### config.mk
export PLATFORM = sky130hd
export DESIGN_NAME = fifo_sync_flags
export DESIGN_NICKNAME = d
export VERILOG_FILES = /design/src/rtl/fifo_sync_flags.sv
export SDC_FILE = /design/constraint.sdc
export NUM_CORES = 1
export LEC_CHECK = 0
export ABC_CLOCK_PERIOD_IN_PS = 2710
export CORE_MARGIN = 5
export CORE_UTILIZATION = 50
export CTS_BUF_LIST = sky130_fd_sc_hd__clkbuf_16
export DETAILED_ROUTE_END_ITERATION = 8
export PLACE_DENSITY = 0.83
export SLEW_MARGIN = 20
export SYNTH_ARGS = -nofsm -noshare
export SYNTH_HDL_FRONTEND = slang
export SYNTH_SLANG_ARGS = --single-unit
export TNS_END_PERCENT = 30
### constraint.sdc
create_clock -name i_clk -period 2.71 [get_ports i_clk]
set_input_delay 0.271 -clock i_clk [delete_from_list [all_inputs] [get_ports i_clk]]
set_output_delay 0.271 -clock i_clk [all_outputs]
set_load 0.03 [all_outputs]
### src/rtl/fifo_sync_flags.sv
// Single-clock FIFO with a dedicated level counter, runtime almost-full/almost-empty thresholds,
// sticky overflow/underflow flags, synchronous flush and standard or first-word-fall-through reads.
`timescale 1ns/1ps
module fifo_sync_flags #(
    parameter int DATA_SIZE  = 16,
    parameter int SIZE       = 8,
    parameter bit FWFT       = 1'b0,
    localparam int ADDR_SIZE = $clog2(SIZE)
) (
    input  logic                 i_clk,
    input  logic                 i_reset,
    input  logic                 i_en,
    input  logic                 i_clear,
    input  logic                 i_write,
    input  logic [DATA_SIZE-1:0] i_data,
    input  logic                 i_read,
    input  logic [ADDR_SIZE:0]   i_afull_thr,
    input  logic [ADDR_SIZE:0]   i_aempty_thr,
    output logic [DATA_SIZE-1:0] o_data,
    output logic                 o_rvalid,
    output logic                 o_empty,
    output logic                 o_full,
    output logic                 o_almost_full,
    output logic                 o_almost_empty,
    output logic [ADDR_SIZE:0]   o_level,
    output logic                 o_overflow,
    output logic                 o_underflow
);

    localparam logic [ADDR_SIZE:0]   LVL_FULL = (ADDR_SIZE + 1)'(SIZE);
    localparam logic [ADDR_SIZE-1:0] PTR_LAST = ADDR_SIZE'(SIZE - 1);

    logic [DATA_SIZE-1:0] mem_q [SIZE];
    logic [ADDR_SIZE-1:0] wptr_q, wptr_d;
    logic [ADDR_SIZE-1:0] rptr_q, rptr_d;
    logic [ADDR_SIZE:0]   level_q, level_d;
    logic                 ovf_q, ovf_d;
    logic                 udf_q, udf_d;
    logic                 clr;
    logic                 rd_ok;
    logic                 wr_ok;

    // Depth need not be a power of two, so pointers wrap on an explicit compare.
    function automatic logic [ADDR_SIZE-1:0] ptr_inc(input logic [ADDR_SIZE-1:0] p);
        return (p == PTR_LAST) ? '0 : p + 1'b1;
    endfunction

    assign clr   = i_en & i_clear;
    assign rd_ok = i_en & i_read & (level_q != '0);
    assign wr_ok = i_en & i_write & ((level_q < LVL_FULL) | rd_ok);

    always_comb begin
        wptr_d  = wptr_q;
        rptr_d  = rptr_q;
        level_d = level_q;
        ovf_d   = ovf_q;
        udf_d   = udf_q;
        if (clr) begin
            wptr_d  = '0;
            rptr_d  = '0;
            level_d = '0;
            ovf_d   = 1'b0;
            udf_d   = 1'b0;
        end else begin
            if (wr_ok) wptr_d = ptr_inc(wptr_q);
            if (rd_ok) rptr_d = ptr_inc(rptr_q);
            if (wr_ok && !rd_ok)      level_d = level_q + 1'b1;
            else if (rd_ok && !wr_ok) level_d = level_q - 1'b1;
            if (i_en && i_write && !wr_ok) ovf_d = 1'b1;
            if (i_en && i_read && !rd_ok)  udf_d = 1'b1;
        end
    end

    always_ff @(posedge i_clk or posedge i_reset) begin
        if (i_reset) begin
            wptr_q  <= '0;
            rptr_q  <= '0;
            level_q <= '0;
            ovf_q   <= 1'b0;
            udf_q   <= 1'b0;
        end else begin
            wptr_q  <= wptr_d;
            rptr_q  <= rptr_d;
            level_q <= level_d;
            ovf_q   <= ovf_d;
            udf_q   <= udf_d;
        end
    end

    // Storage has no reset; a flush only moves the pointers.
    always_ff @(posedge i_clk) begin
        if (wr_ok && !clr) mem_q[wptr_q] <= i_data;
    end

    if (!FWFT) begin : g_std
        logic [DATA_SIZE-1:0] rdata_q;
        logic                 rvalid_q;

        always_ff @(posedge i_clk or posedge i_reset) begin
            if (i_reset) begin
                rdata_q  <= '0;
                rvalid_q <= 1'b0;
            end else if (clr) begin
                rdata_q  <= '0;
                rvalid_q <= 1'b0;
            end else begin
                rvalid_q <= rd_ok;
                if (rd_ok) rdata_q <= mem_q[rptr_q];
            end
        end

        assign o_data   = rdata_q;
        assign o_rvalid = rvalid_q;
    end else begin : g_fwft
        assign o_data   = mem_q[rptr_q];
        assign o_rvalid = (level_q != '0);
    end

    assign o_level        = level_q;
    assign o_empty        = (level_q == '0);
    assign o_full         = (level_q == LVL_FULL);
    assign o_almost_full  = (level_q >= i_afull_thr);
    assign o_almost_empty = (level_q <= i_aempty_thr);
    assign o_overflow     = ovf_q;
    assign o_underflow    = udf_q;

endmodule

==> impl_results.md <==
- Die Y: 122 um
- Met3 WL: 945 um
- Setup CP Type: flip-flop to flip-flop
- Max incr delay on CP: 0.59 ns
- Net Count, Synth: 393
- Leakage: 2.88 nW
- Mapped cell area: 6310 sq um
- Initial antenna violation count: 0
- Post-CTS Hold Fix Bufs: 0
- PortBufs: 56
- Worst Path Max Fanout: 4
- Die area: 15,000 sq um
- DRC Markers: 0
- Share of post-route cells with drive strength above 1: 23.1%
- Vias in the first global route: 3,807
- IO Pins: 57
- Tot GR Track Use: 19.3%
- DR vias/cell: 5.71
- GPL Wtd Cong: 0.767
- DRT Pass-1 Iters: 5
- Syn_area_per_cell: 18.1 sq um
- Bufs and invs on worst path: 1
- Leading area contributor after synthesis: edfxtp_1
- WL/cell: 21.6 um
- Synth top area share: 61.0%
- Cell family with most CP delay: simple AND/OR/NAND/NOR gates
- Final slew viol count: 0
- Post-DRT Antenna Nets: 0
- DR top layer: met4
- Multi-input logic area: 1650 sq um
- Cell at the slowest stage of the critical path: or4_4
- Rows: 41
- FFs w/ async S/R, synth: 18.5%
- Finished Layout Cells: 623
- Grt total ovfl: 0
- VDD IR max: 0.000616 V
- Cells after Synth: 348
- Crit end category: flip-flop
- Post-CTS Setup Bufs: 0
- WL met2: 6.97 mm
- Initial DRC count: 280
- Slew @ Worst Pin: 0.608 ns
- Post-Synth Simple-Gate Area: 5.32%
- CP Cell Sequence: or4_4 -> a311oi_2 -> inv_1 -> ha_4 -> a21oi_2 -> nand2_1 -> or4_1 -> nand4_1
- Final net count: 483
- Largest family of logic cells by synthesized area: multiplexers
- Sequential cell area fraction in the yosys report: 72.5%
- WP data arrival: 2.90 ns
- Reg2reg start: o_level[0]$_DFFE_PP0P_
- Synth warn: 0
- Crit path required time: 3.05 ns
- Post-synth EDFFs: 128
- CTS Buf Count: 17
- Max-Cap Viols: 0
- Core footprint: 12,500 sq um
- Detailed Place HPWL: 8.07 mm
- Initial Util: 50.4%
- Inst Count DP: 591
- Worst relative slew slack: 59.5%
- Status: finished, final reports clean
- Routed Wire Length: 13.5 mm
- Synth unique cells: 42
- Final Power: 6.96 mW
- Register area: 4570 sq um
- Final Skew: 0.0137 ns
- Via Count: 3,559
- Xor-xnor portion of the synthesized cell area: 0.139%
- Power Dens Cells: 874 nW/um^2
- # setup viols final: 0
- Yosys reg bits: 157
- Top cells by count, synth: 128 x edfxtp_1, 38 x nand2_1, 32 x mux4_2, 29 x dfrtp_1, 16 x a22oi_1
- Clock insertion delay at the later pin of the skew report: 0.42 ns
- Post-synthesis compound-gate area fraction: 5.10%
- Htree depth: 4
- Clock Tree Buf Depth: 2
- Area contributors post-synth: edfxtp_1 61%, dfrtp_1 12%, mux4_2 11%
- Sinks on the clock net: 157
- Mux contribution to synthesized area: 12.0%
- CTS tree: done
- Ant. Diodes: 0
- Ys flop type: edfxtp_1
- Worst Setup SP: o_level[0]$_DFFE_PP0P_
- Routed metal-1 wire length: 5.36 mm
- Final period utilization: 94.5%
- Crit start category: flip-flop
- Largest net degree at the start of global routing: 35
- Final hold vios: 0
- Die Wd: 122 um
- Synth Area in Adders: 3.10%
- Worst hold path class: input pin to async pin
- Max Fclk: 390 MHz
- Layout fillers: 867
- Crit path time final: 2.56 ns
- First-pass GRT wire length: 21.0 mm
- Count leader, synth: edfxtp_1
- RSZ-0062 raised after global routing: no
- Area grow syn2layout: 26.3%
- CTS clk-pin slew, worst paths: 0.06 ns
- Root Buffer: clkbuf_16
-- state kept, by name, summed over array words and instances (netlist names) --
| name | flops |
|---|---|
| o_overflow | 1 |
| rptr_q | 3 |
| wptr_q | 3 |
| o_level | 4 |
| o_data | 16 |
| mem_q | 128 |
| o_rvalid | 1 |
| o_underflow | 1 |
-- cells in the final DEF (no fill, tap or decap), types with 2 or more instances in the layout --
| master | n |
|---|---|
| o2bb2ai_1 | 2 |
| ha_1 | 13 |
| nor3_2 | 3 |
| mux2i_1 | 2 |
| nor2_1 | 8 |
| inv_1 | 17 |
| mux4_2 | 32 |
| clkbuf_16 | 20 |
| dfrtp_1 | 28 |
| a22o_1 | 3 |
| nor3_1 | 3 |
| o211ai_1 | 2 |
| nand4_1 | 2 |
| clkdlybuf4s50_1 | 54 |
| nand2_1 | 38 |
| nor2b_1 | 2 |
| nand2b_1 | 4 |
| a21oi_1 | 4 |
| clkinvlp_4 | 2 |
| o21ai_0 | 2 |
| o21a_1 | 2 |
| clkinv_4 | 2 |
| a22oi_1 | 16 |
| buf_12 | 6 |
| buf_4 | 23 |
| a21o_1 | 3 |
| bufinv_16 | 2 |
| edfxtp_1 | 128 |
| a31oi_1 | 2 |
-- area by class of cell --
class	count	share of cell area [%]
Tap cell	172	2.70
Clock inverter	12	1.45
Inverter	15	0.817
Clock buffer	20	6.29
Sequential cell	157	57.4
Timing Repair Buffer	85	10.6
Multi-Input combinational cell	162	20.7
-- metrics by stage --
| step | hold WS [ns] | setup TNS [ns] | util, % | worst slack (ns) | cell area (sq um) |
|---|---|---|---|---|---|
| 2_1_floorplan | 0.349 | -1.88 | - | -0.113 | 6320 |
| 3_3_place_gp | 0.451 | 0 | 58.6 | 0.128 | 7330 |
| 3_5_place_dp | 0.455 | 0 | 58.6 | 0.0131 | 7330 |
| 4_1_cts | 0.261 | 0 | 63.5 | 0.0239 | 7950 |
| 5_1_grt | 0.302 | 0 | 63.6 | 0.0160 | 7960 |
| 6_report | 0.257 | 0 | 63.6 | 0.149 | 7960 |
-- power breakdown --
group	switching (mW)	internal, mW	total, mW
combinational	0.885	0.788	1.67
clock	0.911	1.51	2.42
sequential	0.121	2.75	2.87
-- tightest hold or removal path: cells and delay by family --
| kind | cells | cell delay (ns) |
|---|---|---|
| buffers and inverters | 3 | 0.83 |
-- routing by layer --
| metal | track usage [%] | vias to the layer above |
|---|---|---|
| met2 | 32.1 | 141 |
| met4 | 5.67 | 0 |
| li1 | - | 1568 |
| met5 | 0 | - |
| met1 | 25.0 | 1834 |
| met3 | 5.39 | 16 |
-- path summary, 6_finish.rpt --
| kind | to | slack [ns] | cells past startpoint |
|---|---|---|---|
| min in group i_clk | o_data[6]$_DFFE_PP0P_ | 0.47 | 2 |
| min | o_overflow$_DFFE_PP0P_ | 0.26 | 3 |
| max reg2reg | o_level[3]$_DFFE_PP0P_ | 0.15 | 8 |
| max in group asynchronous | rptr_q[0]$_DFFE_PP0P_ | 2.12 | 3 |
| min reg2reg | o_data[6]$_DFFE_PP0P_ | 0.47 | 2 |
| max | o_level[3]$_DFFE_PP0P_ | 0.15 | 8 |
-- repair_timing --
action,in CTS,in global routing
setup endpoints to repair,3,2
pin swaps,0,2
resized for setup,3,4
-- logic make-up (layout without fill, tap and decap cells) --
logic type,Yosys count,count (layout)
adder cells (fa/ha/maj),15,15
XOR/XNOR,1,1
flip-flops,157,157
AND/OR/NAND/NOR,68,68
AO/OA/AOI/OAI,43,43
multiplexers,35,35
buffers and inverters,29,132
No activity file was read; power rests on OpenSTA's default activity.
